`config.mk`:
```
export PLATFORM = sky130hd
export DESIGN_NAME = stream_mux_rr
export DESIGN_NICKNAME = d
export VERILOG_FILES = /design/src/rtl/stream_mux_pkg.sv /design/src/rtl/rr_arbiter.sv /design/src/rtl/stream_mux_rr.sv
export SDC_FILE = /design/constraint.sdc
export NUM_CORES = 1
export LEC_CHECK = 0
export ABC_AREA = 1
export BUFFER_PORTS_ARGS = -buffer_cell sky130_fd_sc_hd__buf_2
export CELL_PAD_IN_SITES_DETAIL_PLACEMENT = 1
export CELL_PAD_IN_SITES_GLOBAL_PLACEMENT = 1
export CORE_ASPECT_RATIO = 1.25
export CORE_MARGIN = 5
export CORE_UTILIZATION = 30
export DETAILED_ROUTE_END_ITERATION = 6
export PLACE_DENSITY_LB_ADDON = 0.12
export SYNTH_ARGS = -nofsm -noshare
export SYNTH_HDL_FRONTEND = slang
export SYNTH_HIERARCHICAL = 1
export SYNTH_SLANG_ARGS = --single-unit
```
`constraint.sdc`:
```
create_clock -name clk -period 2.4 [get_ports clk]
set_input_delay 0.12 -clock clk [delete_from_list [all_inputs] [get_ports clk]]
set_output_delay 0.12 -clock clk [all_outputs]
set_load 0.02 [all_outputs]
```
`src/rtl/stream_mux_pkg.sv`:
```
// ============================================================================
// Module   : stream_mux_pkg
// Brief    : Shared constants for the round-robin stream multiplexer.
// Revision : 1.0
// ============================================================================
`default_nettype none

package stream_mux_pkg;
    localparam logic MODE_FIXED = 1'b0;
    localparam logic MODE_RR    = 1'b1;
endpackage

`default_nettype wire

```
`src/rtl/rr_arbiter.sv`:
```
// ============================================================================
// Module   : rr_arbiter
// Brief    : Combinational round-robin arbiter; searches ptr+1 .. ptr (wrapped).
// Revision : 1.0
// ============================================================================
`default_nettype none

module rr_arbiter #(
    parameter  int NUM_CH = 4,
    localparam int SELW   = $clog2(NUM_CH)
) (
    input  logic [NUM_CH-1:0] req,
    input  logic [SELW-1:0]   ptr,
    output logic [NUM_CH-1:0] grant,
    output logic [SELW-1:0]   grant_idx,
    output logic              grant_any
);

    logic [SELW-1:0] w_cand [NUM_CH];

    // Candidate k is the channel (k+1) places after ptr; k=0 has highest priority.
    for (genvar k = 0; k < NUM_CH; k++) begin : g_cand
        assign w_cand[k] = SELW'((int'(ptr) + k + 1) % NUM_CH);
    end

    always_comb begin
        grant_idx = '0;
        grant_any = 1'b0;
        for (int k = NUM_CH - 1; k >= 0; k--) begin
            if (req[w_cand[k]]) begin
                grant_idx = w_cand[k];
                grant_any = 1'b1;
            end
        end
    end

    for (genvar i = 0; i < NUM_CH; i++) begin : g_onehot
        assign grant[i] = grant_any && (grant_idx == SELW'(i));
    end

endmodule

`default_nettype wire

```
`src/rtl/stream_mux_rr.sv`:
```
// ============================================================================
// Module   : stream_mux_rr
// Brief    : Registered N:1 valid/ready stream mux, fixed-select or round-robin.
// Revision : 1.0
// ============================================================================
`default_nettype none

module stream_mux_rr
    import stream_mux_pkg::*;
#(
    parameter  int WIDTH  = 8,
    parameter  int NUM_CH = 4,
    localparam int SELW   = $clog2(NUM_CH)
) (
    input  logic                    clk,
    input  logic                    rst_n,
    input  logic                    mode,
    input  logic [SELW-1:0]         sel,
    input  logic [NUM_CH*WIDTH-1:0] in_data,
    input  logic [NUM_CH-1:0]       in_valid,
    output logic [NUM_CH-1:0]       in_ready,
    output logic [WIDTH-1:0]        out_data,
    output logic [SELW-1:0]         out_ch,
    output logic                    out_valid,
    input  logic                    out_ready
);

    logic [SELW-1:0]   r_ptr;
    logic [NUM_CH-1:0] w_arb_grant;
    logic [SELW-1:0]   w_arb_idx;
    logic              w_arb_any;
    logic [NUM_CH-1:0] w_fix_grant;
    logic [NUM_CH-1:0] w_grant;
    logic [SELW-1:0]   w_grant_idx;
    logic              w_grant_any;
    logic              w_can_load;
    logic [WIDTH-1:0]  w_mux_data;

    rr_arbiter #(
        .NUM_CH    (NUM_CH)
    ) u_arb (
        .req       (in_valid),
        .ptr       (r_ptr),
        .grant     (w_arb_grant),
        .grant_idx (w_arb_idx),
        .grant_any (w_arb_any)
    );

    // An out-of-range sel matches no channel, so it never grants.
    for (genvar i = 0; i < NUM_CH; i++) begin : g_fix
        assign w_fix_grant[i] = (sel == SELW'(i)) && in_valid[i];
    end

    assign w_grant     = (mode == MODE_RR) ? w_arb_grant : w_fix_grant;
    assign w_grant_idx = (mode == MODE_RR) ? w_arb_idx   : sel;
    assign w_grant_any = (mode == MODE_RR) ? w_arb_any   : |w_fix_grant;
    assign w_can_load  = !out_valid || out_ready;
    assign in_ready    = (rst_n && w_can_load) ? w_grant : '0;

    always_comb begin
        w_mux_data = '0;
        for (int i = 0; i < NUM_CH; i++) begin
            if (w_grant[i]) begin
                w_mux_data = w_mux_data | in_data[i*WIDTH +: WIDTH];
            end
        end
    end

    // ptr starts at the last channel so channel 0 wins the first RR search.
    always_ff @(posedge clk or negedge rst_n) begin
        if (!rst_n) begin
            out_valid <= 1'b0;
            out_data  <= '0;
            out_ch    <= '0;
            r_ptr     <= SELW'(NUM_CH - 1);
        end else if (w_can_load) begin
            if (w_grant_any) begin
                out_valid <= 1'b1;
                out_data  <= w_mux_data;
                out_ch    <= w_grant_idx;
                if (mode == MODE_RR) begin
                    r_ptr <= w_grant_idx;
                end
            end else begin
                out_valid <= 1'b0;
            end
        end
    end

endmodule

`default_nettype wire

```
# == Word level (Yosys, flattened, before mapping) ==
# Index checks and enable logic that the tools add are counted.
# totals
inputBits,42
output_inout_bits,15
word_cells,64
regBits,13
# classes
magnitude_cmp,4
n_reduce_logical,16
eq_ne,6
n_bitwise,3
n_mux,25
addsub,6
# ops
op,n
$mux W8,4
$or A8 B8 Y8,3
$lt A2 B3 Y1 const B,4
$add A2 B2 Y2 const B,5
$mux W1,10
$mux W2,5
$logic_and A1 B1 Y1,9
$bmux W1 S2,4
$eq A2 B2 Y1 const B,4
$mux W4,2
$eq A2 B1 Y1 const B,2
$logic_not A2 Y1,2
$reduce_or A4 Y1,1
$reduce_and A3 Y1,1
$add A2 B1 Y2 const B,1
$reduce_and A2 Y1,1
$logic_not A1 Y1,1
$logic_or A1 B1 Y1,1

# == Depth between registers and ports, before layout ==
# Gate-level depths: netlist of run 1.
# depth
ltp_word,18
ltp_mapped,20
mapped_depth_nobuf,18

# == Hierarchy ==
# Netlist of run 1, hierarchy kept.
# by_module_without_submodules
mod,seq_area_each_um2,cells_each,instances,area_each_um2
stream_mux_rr,327.8,166,1,962.2
rr_arbiter,0.0,57,1,302.8

# == Worst setup path after synthesis of run 1 ==
# No wires, ideal clock.
# synth_timing
kind,reg2reg
startpoint,register r_ptr[0]
endpoint,register out_data[0]
synth_period_minus_slack_ns,2.014
t_arrival_ns,1.897
stages_incl_launch_ff,21
setup_time_ns,0.116
setup_slack_ns,0.386
path_cell_list,dfstp_2 > buf_6 > inv_8 > nand2_2 > nand3_1 > nand2_1 > inv_2 > nand2_2 > nand2_2 > nand2_2 > nand2_2 > inv_2 > nor2_2 > or2_1 > buf_2 > nand3_1 > nand2_1 > clkinv_1 > nand2_1 > nand2_1 > nand2_1
# synth_lines
element,line,rtl
"start, declared",stream_mux_rr.sv:28,logic [SELW-1:0] r_ptr;
"start signal, assigned",stream_mux_rr.sv:75,r_ptr <= SELW'(NUM_CH - 1);
"start signal, assigned",stream_mux_rr.sv:82,r_ptr <= w_grant_idx;
$add A2 B2 Y2 (2 in a row),rr_arbiter.sv:23,assign w_cand[k] = SELW'((int'(ptr) + k + 1) % NUM_CH);
$bmux W1 S2,rr_arbiter.sv:30,if (req[w_cand[k]]) begin
$mux W1 (implied by the code),rr_arbiter.sv:30,
$mux W2 (3 in a row),rr_arbiter.sv:30,
$mux W2 (*),rr_arbiter.sv:30,
named net w_arb_idx[0],stream_mux_rr.sv:30,logic [SELW-1:0] w_arb_idx;
$eq A2 B2 Y1 (*),rr_arbiter.sv:38,assign grant[i] = grant_any && (grant_idx == SELW'(i));
$logic_and A1 B1 Y1 (*),rr_arbiter.sv:38,
named net w_arb_grant[3],stream_mux_rr.sv:29,logic [NUM_CH-1:0] w_arb_grant;
$mux W4 (*),stream_mux_rr.sv:54,assign w_grant = (mode == MODE_RR) ? w_arb_grant : w_fix_grant;
$mux W8 (*),stream_mux_rr.sv:63,if (w_grant[i]) begin
"end signal, assigned",stream_mux_rr.sv:79,out_data <= w_mux_data;
"end, declared",stream_mux_rr.sv:22,"output logic [WIDTH-1:0] out_data,"
# The timed path passes the listed nets; every way through them passes the cells marked *. The select of a mux whose other input is x is not followed.
# A chain may end at the register's enable or synchronous reset.

# == Worst setup path in the final report of run 1 ==
# layout_timing
startpoint,register r_ptr[0]
endpoint,output in_ready[1]
# layout_via
elab_chain_cells,12
# layout_rtl
element,line,rtl
$add A2 B2 Y2 (2 in a row),rr_arbiter.sv:23,
$bmux W1 S2,rr_arbiter.sv:30,
$mux W1 (implied by the code),rr_arbiter.sv:30,
$mux W2 (3 in a row),rr_arbiter.sv:30,
$mux W2 (*),rr_arbiter.sv:30,
named net w_arb_idx[0],stream_mux_rr.sv:30,
$eq A2 B1 Y1 (*),rr_arbiter.sv:38,
$logic_and A1 B1 Y1 (*),rr_arbiter.sv:38,
named net w_arb_grant[1],stream_mux_rr.sv:29,
$mux W4 (*),stream_mux_rr.sv:54,
$mux W4 (*),stream_mux_rr.sv:58,assign in_ready = (rst_n && w_can_load) ? w_grant : '0;
"end, declared",stream_mux_rr.sv:21,"output logic [NUM_CH-1:0] in_ready,"
# Marks and branches as above.

==> qor.txt, run 1 <==
clk_skew - 0.00201 ns
Overall Power - 2280 uW
TritonCTS clock tree - built
CP Data Required Time - 2.28 ns
fraction of power spent switching nets - 0.514
combinational fraction of design power - 0.733
clk_lat worst skew - 0.25 ns
Yosys top cell area share - 0.270
crit-path cells - buf_12, inv_8, nand2_2, nand3_1, nand2_1, inv_2, nand2_2, nand2_2, nand2_2, nand2_4, inv_2, nor2_2, or2_4, nand2_1, nor2_2, buf_4
total CTS buffers - 3
Met3 Wirelength - 224 um
Setup TNS - 0 ns
chip height - 82.6 um
highest routing layer actually used - met4
slew margin rel. - 0.741
Clock Path Buffers - 2
CP Class - reg -> out
vias in the first global route - 1,707
Synthesis Warnings - 6
largest net degree at the start of global routing - 15
CTS clk-pin slew, worst paths - 0.05 ns
crit path DAT - 2.17 ns
Initial Utilization - 0.309
most common cell after layout, fill and taps aside - nand2_1
fill count - 614
vias - 1,599
LEAKAGE - 0.00105 uW
area post-placement - 0.00159 mm2
Peak Freq - 437 MHz
met1 wire length - 1680 um
die width - 68.1 um
Final Core Density - 0.432
post-synthesis cell count - 223
met2 routed WL - 2510 um
Max VDD drop - 0.381 mV
Routed WL - 4500 um
unrepaired setup endpoints after global routing - true
biggest area consumer among synthesized cells - nand2_1
outcome - complete, no violations
Finished Cell Area - 0.00177 mm2
clock power share - 0.087
n_diodes - 0
CP peak stage delay - 0.55 ns
Tmin final - 2.29 ns
synthesis-stage register bit count - 13
CTS sink count - 13
Reg power frac - 0.180
wire per inst - 13.1 um
Initial DRC Count - 37
nets - 330
Routed Antenna Nets - 0
Final Slew Violations - 0
port bufs - 56
delay-heaviest family, CP - simple AND/OR/NAND/NOR gates
startpoint types - register
HP Class - in -> reg
# DRC - 0
Crit Path Max Fanout - 7
largest cells by area after synthesis - nand2_1 27%, dfrtp_1 22%, nand3_1 13%
Pint - 1110 uW
Final HPWL DP - 3690 um
Max Cap Viol - 0
first-pass GRT wire length - 7450 um
area of the mapped netlist - 0.00126 mm2
most frequent cells in the layout - 89 x nand2_1, 53 x buf_2, 33 x nand3_1, 20 x nand2_2, 16 x clkinv_1
syn_area_per_cell - 5.67 um2
total die area - 0.00562 mm2
GRT Residual Overflow - 0
final setup vio count - 0
initial antenna violation count - 0
share of cells above drive strength 1 - 0.373
# IOs - 57
syn_nets - 265
drt pass-1 iters - 4
fin crit share - 0.954
Bufs and invs on worst path - 5
CP endpoint kind - output pin
worst slew pin tran - 0.386 ns
CORE AREA - 0.00410 mm2
H-Tree Depth - 1
switching pwr - 1170 uW
DR vias/cell - 4.66
Synth cell types - 22
GRT Util Overall - 0.176
Area growth, synth to finish - 39.9%
PD cells - 1290 mW/mm2
sequential share of the synthesized area - 0.259
endpoints failing hold - 0
Rows - 26
Slowest cell on crit path - dfstp_2
most used cell, CP - nand2_2
GP Congestion - 0.813
clock root buffer - clkbuf_8
[through the flow]
stage / setup slack, ns / instances / hold WS, ns
3_5_place_dp: 0.0707 / 331 / 0.0341
4_1_cts: 0.00222 / 337 / 0.179
3_3_place_gp: 0.0939 / 331 / 0.0256
5_1_grt: -0.00893 / 343 / 0.204
2_1_floorplan: 0.386 / 223 / -0.176
6_report: 0.111 / 343 / 0.176
[sequential cells by signal (all words and copies together), names as in the netlist]
signal and cells:
out_ch 2, r_ptr 2, out_data 8, out_valid 1
[power groups by stage]
stage / logic, uW / clock network [uW] / registers (uW)
3_3_place_gp: 1380 / 0 / 440
2_1_floorplan: 991 / 0 / 508
3_5_place_dp: 1400 / 0 / 444
6_report: 1670 / 199 / 412
4_1_cts: 1450 / 207 / 440
5_1_grt: 1870 / 220 / 429
[cell families (layout without fill, tap and decap cells)]
| family | count (synthesis) | in the layout | synth area share |
|---|---|---|---|
| AND/OR/NAND/NOR | 163 | 163 | 0.575 |
| buffers and inverters | 40 | 104 | 0.135 |
| flip-flops | 13 | 13 | 0.259 |
| AO/OA/AOI/OAI | 7 | 7 | 0.0317 |
[area by class of cell]
type / count / area (um2) / share of cell area
flip-flops and latches: 13 / 328 / 0.185
repair buffers: 65 / 395 / 0.223
multi-input cells: 170 / 792 / 0.448
clock buffers: 4 / 45.0 / 0.0255
inverters: 35 / 139 / 0.0785
well taps: 56 / 70.1 / 0.0396
[worst register-to-register path, delay by kind of cell (launching register included)]
family	cells	cell delay [ns]
and+or+nand+nor	14	1.11
buffers and inverters	6	0.47
DFF	1	0.55
[final timing paths]
path	cells past startpoint	end	slack, ns	from
setup / recovery	16	in_ready[1]	0.11	r_ptr[0]
max in group asynchronous	2	r_ptr[1]	1.82	rst_n
hold / removal	4	out_valid	0.18	out_ready
min in group asynchronous	2	out_ch[0]	0.30	rst_n
hold reg to reg	2	out_data[2]	0.47	out_data[2]
setup reg to reg	20	out_data[2]	0.15	r_ptr[0]
[synth_stat cells]
library cell	count
a21oi_1	3
a31oi_1	1
and3_1	1
buf_2	4
buf_6	1
clkinv_1	16
dfrtp_1	11
dfstp_2	2
inv_1	11
inv_2	7
inv_8	1
nand2_1	91
nand2_2	19
nand3_1	34
nand3_2	1
nand4_1	1
nor2_1	10
nor2_2	2
nor3_1	1
o21ai_0	2
o21ai_2	1
or2_1	3
[repair_timing]
item / 4_1_cts / 5_1_grt
hold buffers: 1 / 0
hold endpoints to repair: 11 / 0
setup buffers: 1 / 6
pin swaps: 0 / 5
gates resized for setup: 3 / 10
setup endpoints to repair: 3 / 10
[routing by layer]
layer,vias up,GRT usage
met5,-,0
met4,0,0.0636
met3,9,0.0311
met2,40,0.339
met1,742,0.185
li1,808,-
No activity file was read; power rests on OpenSTA's default activity.
==> inputs of run 2 (changes only) <==
==> constraint.sdc (replaced) <==
create_clock -name clk -period 2.2 [get_ports clk]
set_input_delay 0.11 -clock clk [delete_from_list [all_inputs] [get_ports clk]]
set_output_delay 0.11 -clock clk [all_outputs]
set_load 0.02 [all_outputs]
==> run 2 against run 1 <==
Sequential power grew 9.5%; global-route usage grew 0.097 points; register-to-register slack lost 0.14 ns; wire length grew 0.98%; largest cell class unchanged; worst hold slack lost 0.0012 ns; utilization grew 3.8 points; largest power group unchanged; non-clock buffer count grew 8; sequential cell count is the same; critical endpoint is now in_ready[3]; critical path depth is the same; cell count grew 2.3%; combinational power grew 25%; die area is the same.
==> qor.txt, run 2 (synthesis results as in run 1) <==
final setup vio count - 0 (unchanged)
flip-flop count of the largest register after layout - 8 (unchanged)
HP Class - in -> reg
Finished Cell Area - 0.00193 mm2 (+8.9%)
Worst R2R Start - r_ptr[0]
Hold Path Origin - out_ready
Area growth, synth to finish - 52.3%
grt met3 use - 0.0311 (unchanged)
hold endpoint - out_valid
area post-placement - 0.00163 mm2 (+2.4%)
CP Class - reg -> out
outcome - complete, no violations
Initial DRC Count - 43 (+16%)
GRT Residual Overflow - 0 (unchanged)
Peak Freq - 455 MHz
die width - 68.1 um (unchanged)
PD cells - 1430 mW/mm2 (+11%)
Clock Path Buffers - 2 (unchanged)
crit path DAT - 2.09 ns (-0.08 ns)
GR peak layer - met2
CP peak stage delay - 0.56 ns (about the same)
Tmin final - 2.20 ns
Final Slew Violations - 0 (unchanged)
combinational fraction of design power - 0.756 (+0.023)
clk_lat worst skew - 0.25 ns (about the same)
clk_skew - 0.00351 ns (+0.00150 ns)
CTS clk-pin slew, worst paths - 0.06 ns (about the same)
Regs by FF count - out_data: 8 flops, out_ch: 2 flops, r_ptr: 2 flops
startpoint types - register
Max Cap Viol - 0 (unchanged)
most used cell, CP - nand2_2
Max VDD drop - 0.478 mV (+25%)
fin crit share - 0.999
Reg power frac - 0.164 (-0.016)
Slowest cell on crit path - dfstp_2
GP Congestion - 0.822 (+1.1%)
switching pwr - 1390 uW (+18%)
largest net degree at the start of global routing - 15 (unchanged)
port bufs - 56 (unchanged)
most flop-heavy register - out_data
Bufs and invs on worst path - 5 (unchanged)
crit-path cells - buf_12, inv_8, nand2_4, nand2_4, nand2_2, nand2_2, inv_2, nand2_2, nand2_2, nand2_2, inv_2, nor2_2, or2_4, nand2_2, nor2_2, buf_6
Rows - 26 (unchanged)
hold slack - 0.175 ns (-0.00117 ns)
share of cells above drive strength 1 - 0.434 (+0.0611)
clock power share - 0.080 (-0.007)
worst slew pin tran - 0.459 ns (+0.0726 ns)
Routed WL - 4540 um (+0.98%)
total die area - 0.00562 mm2 (unchanged)
vias in the first global route - 1,705 (-0.12%)
# IOs - 57 (unchanged)
nets - 338 (+2.4%)
Crit Path Max Fanout - 6 (-1)
CP Data Required Time - 2.09 ns (-0.19 ns)
Initial Utilization - 0.309 (unchanged)
Routed Antenna Nets - 0 (unchanged)
DP Worst Slack - -0.116 ns (-0.187 ns)
total CTS buffers - 3 (unchanged)
R2R Path End - out_data[4]
chip height - 82.6 um (unchanged)
H-Tree Depth - 1 (unchanged)
first-pass GRT wire length - 7460 um (+0.17%)
DR vias/cell - 4.60 (-1.4%)
met1 Use GR - 0.192 (+0.00776)
GR met2 Demand/Resource - 0.344 (+0.00482)
TritonCTS clock tree - built
endpoints failing hold - 0 (unchanged)
most frequent cells in the layout - 81 x nand2_1, 52 x buf_2, 31 x nand3_1, 17 x nand2_2, 15 x clkinv_1
most common cell after layout, fill and taps aside - nand2_1
min setup slack post-route - 0.00327 ns (-0.108 ns)
vias - 1,613 (+0.88%)
initial antenna violation count - 0 (unchanged)
CORE AREA - 0.00410 mm2 (unchanged)
clock root buffer - clkbuf_8
wire per inst - 12.9 um (-1.3%)
CP endpoint kind - output pin
worst hold stages - 4 (unchanged)
fraction of power spent switching nets - 0.504 (-0.0102)
delay-heaviest family, CP - simple AND/OR/NAND/NOR gates
CTS sink count - 13 (unchanged)
Final HPWL DP - 3620 um (-1.9%)
Pint - 1360 uW (+23%)
unrepaired setup endpoints after global routing - true
slew margin rel. - 0.692 (-0.0488)
GRT Util Overall - 0.177 (+0.000967)
LEAKAGE - 0.00114 uW (+8.4%)
n_diodes - 0 (unchanged)
R2R depth - 20 (unchanged)
# DRC - 0 (unchanged)
Worst R2R Setup Slack - 0.01 ns (-0.14 ns)
drt pass-1 iters - 4 (unchanged)
==> run 2: cell types whose count changed in the layout (fill, tap and decap cells not counted), sizes merged <==
cell | previous run | this run
inv | 19 | 20
buf | 64 | 72
clkinv | 16 | 15
==> run 2: worst register-to-register path, cell delays in order, from the launching register on <==
cell      delay, ns
dfstp_2        0.56
buf_12         0.13
inv_8          0.05
nand2_4        0.06
nand2_4        0.06
nand2_2        0.08
nand2_2        0.06
inv_2          0.06
nand2_2        0.05
nand2_2        0.06
nand2_2        0.07
inv_2          0.07
nor2_2         0.04
or2_4          0.24
buf_6          0.13
nand3_1        0.07
nand2_1        0.06
clkinv_1       0.05
nand2_1        0.05
nand2_1        0.07
nand2_1        0.05
==> run 2: metal layers <==
metal,share of wire,wire length (um)
met1,0.39,1760
met3,0.041,184
met4,0.0092,42
met5,0,0
met2,0.56,2560
==> run 2: stage by stage <==
| stage | instances | setup TNS, ns | total power (uW) | utilization |
|---|---|---|---|---|
| 3_5_place_dp | 336 | -0.755 | 2080 | 0.397 |
| 2_1_floorplan | 223 | 0 | 1640 | - |
| 4_1_cts | 350 | -0.125 | 2540 | 0.437 |
| 5_1_grt | 351 | -1.40 | 3020 | 0.470 |
| 3_3_place_gp | 336 | -0.520 | 2060 | 0.397 |
| 6_report | 351 | 0 | 2750 | 0.470 |
==> run 2: worst max path at each step <==
| stage | startpoint | end | slack [ns] | depth (start not counted) |
|---|---|---|---|---|
| detailed placement | r_ptr[0] | out_data[4] | -0.12 | 18 |
| finish | r_ptr[0] | in_ready[3] | 0.003 | 16 |
| global route | r_ptr[0] | out_data[7] | -0.15 | 18 |
| floorplan | r_ptr[0] | out_data[0] | 0.19 | 20 |
| global placement | r_ptr[0] | out_data[2] | -0.08 | 18 |
| CTS | r_ptr[0] | in_ready[1] | -0.03 | 16 |
==> run 2: cell type report <==
class	instances	area [um2]
clock buffer	4	45.0
fill	601	2170
inverter	35	141
multi-input combinational	170	891
sequential	13	328
tap	56	70.1
timing repair buffer	73	452
==> run 2: repair_timing <==
action                     in CTS  in global routing
pin swaps                       9                  8
buffers inserted                9                  1
setup endpoints to repair      12                 12
hold buffers                    1                  0
hold endpoints to repair       11                  0
gates resized for setup         9                 35
cloned                          0                  0
==> run 2: power groups by stage <==
stage / sequential, uW / clock (uW) / combinational, uW
6_report: 451 / 219 / 2080
2_1_floorplan: 555 / 0 / 1080
4_1_cts: 446 / 224 / 1870
3_3_place_gp: 480 / 0 / 1580
5_1_grt: 468 / 236 / 2310
3_5_place_dp: 478 / 0 / 1600
==> inputs of run 3 (changes only) <==
--- a/config.mk
+++ b/config.mk
@@ -14,6 +14,7 @@
 export CORE_UTILIZATION = 30
 export DETAILED_ROUTE_END_ITERATION = 6
 export PLACE_DENSITY_LB_ADDON = 0.12
+export SETUP_SLACK_MARGIN = 0.2
 export SYNTH_ARGS = -nofsm -noshare
 export SYNTH_HDL_FRONTEND = slang
 export SYNTH_HIERARCHICAL = 1
==> run 3 against run 2 <==
The flow now finishes with violations (setup timing); cell count rose by 0.28%; wire length rose by 6.5%; count of clock-buffer cells in the layout stayed put; first-iteration DRC count increased by 33%; critical endpoint unchanged.
==> qor.txt, run 3 (synthesis results as in run 1) <==
GP Congestion - 0.799 (-2.8%)
GRT Util Overall - 0.183 (+0.00645)
CP Data Required Time - 2.09 ns (about the same)
crit path capture - in_ready[3]
port bufs - 56 (unchanged)
HP Class - in -> reg
Area growth, synth to finish - 59.7%
Worst R2R Start - r_ptr[0]
hold slack - 0.198 ns (+0.0236 ns)
Tmin final - 2.30 ns (+0.105 ns)
R2R depth - 20 (unchanged)
failing checks - setup timing
largest net degree at the start of global routing - 15 (unchanged)
vias - 1,625 (+0.74%)
most common cell after layout, fill and taps aside - nand2_1
H-Tree Depth - 1 (unchanged)
clk_skew - 0.00152 ns (-0.00198 ns)
met1 wire length - 1790 um (+1.9%)
Worst R2R Setup Slack - -0.08 ns (-0.09 ns)
CP peak stage delay - 0.56 ns (about the same)
Rows - 26 (unchanged)
Finished Cell Area - 0.00202 mm2 (+4.9%)
PD cells - 1480 mW/mm2 (+3.6%)
worst hold stages - 3 (-1)
met2 routed WL - 2730 um (+6.9%)
most frequent cells in the layout - 77 x nand2_1, 52 x buf_2, 27 x nand3_1, 18 x nand2_2, 16 x clkinv_1
total CTS buffers - 3 (unchanged)
slew margin rel. - 0.714 (+0.0217)
Crit Path Max Fanout - 6 (unchanged)
endpoints failing hold - 0 (unchanged)
highest routing layer actually used - met4
nets - 339 (+0.30%)
Slowest cell on crit path - dfstp_2
Worst Setup SP - r_ptr[0]
CORE AREA - 0.00410 mm2 (unchanged)
min setup slack post-route - -0.102 ns (-0.105 ns)
chip height - 82.6 um (unchanged)
unrepaired setup endpoints after global routing - true
DR vias/cell - 4.62 (+0.46%)
Final HPWL DP - 3670 um (+1.4%)
wire per inst - 13.7 um (+6.2%)
fill count - 584 (-2.8%)
share of cells above drive strength 1 - 0.470 (+0.0357)
Clock Path Buffers - 2 (unchanged)
worst slew pin tran - 0.426 ns (-0.0323 ns)
n_diodes - 0 (unchanged)
Final Slew Violations - 0 (unchanged)
CTS clk-pin slew, worst paths - 0.05 ns (about the same)
Routed WL - 4840 um (+6.5%)
Routed Antenna Nets - 0 (unchanged)
Met3 Wirelength - 210 um (+14%)
first-pass GRT wire length - 7900 um (+5.9%)
startpoint types - register
fin crit share - 1.05 (+0.0476)
TritonCTS clock tree - built
CP endpoint kind - output pin
CTS sink count - 13 (unchanged)
Initial DRC Count - 57 (+33%)
R2R Path End - out_data[6]
Initial Utilization - 0.309 (unchanged)
# IOs - 57 (unchanged)
initial antenna violation count - 0 (unchanged)
most flop-heavy register - out_data
vias in the first global route - 1,821 (+6.8%)
Peak Freq - 434 MHz (-4.6%)
die width - 68.1 um (unchanged)
Max Cap Viol - 0 (unchanged)
clk_lat worst skew - 0.24 ns (about the same)
crit path DAT - 2.19 ns (+0.10 ns)
# DRC - 0 (unchanged)
area post-placement - 0.00163 mm2 (-0.15%)
GRT Residual Overflow - 0 (unchanged)
Regs by FF count - out_data: 8 flops, out_ch: 2 flops, r_ptr: 2 flops
clock root buffer - clkbuf_8
final setup vio count - 11 (+11)
LEAKAGE - 0.00117 uW (+2.4%)
CP Class - reg -> out
flip-flop count of the largest register after layout - 8 (unchanged)
drt pass-1 iters - 2 (-2)
crit-path cells - buf_12, inv_8, nand2_2, nand2_4, nand2_4, nand2_2, nand2_2, nand2_2, nand2_4, nand2_4, inv_4, nor2_4, or2_4, nand2_4, nor2_4, buf_6
Max VDD drop - 0.401 mV (-16%)
total die area - 0.00562 mm2 (unchanged)
outcome - complete, but fails checks
most used cell, CP - nand2_4
## run 3: cell count changes in the layout (fill, tap and decap cells not counted), sizes merged
cell,delta
clkinv,+1
inv,-1
or2,+1
## run 3: repair_timing
item	CTS	global route
setup buffers	8	3
gates resized for setup	12	49
endpoints found under the hold margin	11	0
hold buffers	1	0
pin swaps	6	15
gates cloned	1	0
endpoints found under the setup margin	15	17
## run 3: report_power, final
part / switching [uW] / internal (uW) / total, uW / leakage [uW]
registers: 81.2 / 369 / 450 / 0.000155
clock network: 82.1 / 128 / 210 / 0.0000228
logic: 1380 / 952 / 2330 / 0.000991
total: 1540 / 1450 / 2990 / 0.00117
## run 3: final cells by class
cell class | count | area (um2) | share of cell area
multi-input combinational | 171 | 972 | 0.481
timing repair buffer | 73 | 464 | 0.230
sequential | 13 | 328 | 0.162
inverter | 35 | 141 | 0.0700
tap | 56 | 70.1 | 0.0347
clock buffer | 4 | 45.0 | 0.0223
## run 3: metal layers
metal	track usage	up-vias
met4	0.0378	0
met3	0.0298	11
met5	0	-
met1	0.195	750
li1	-	825
met2	0.366	39
## run 3: worst max-delay path, delay by kind of cell, from the launching register on
family / cells / cell delay (ns)
simple gates: 12 / 0.99
flops: 1 / 0.56
buf+inv: 4 / 0.38
## run 3: worst min path at each step
stage,startpoint,to
floorplan,rst_n,out_ch[0]
global placement,rst_n,out_ch[0]
detailed placement,rst_n,out_ch[0]
CTS,out_ready,out_valid
global route,sel[1],r_ptr[1]
finish,sel[1],r_ptr[1]
## run 3: metrics by stage
step	instances	setup TNS [ns]	total power, uW	utilization	setup slack, ns
after global routing	352	-1.90	3280	0.493	-0.190
after floorplan	223	0	1670	-	0.201
after detailed placement	335	-0.698	2090	0.397	-0.109
after CTS	349	-0.233	2580	0.440	-0.0548
after global placement	335	-0.453	2060	0.397	-0.0835
final	352	-0.507	2990	0.493	-0.102
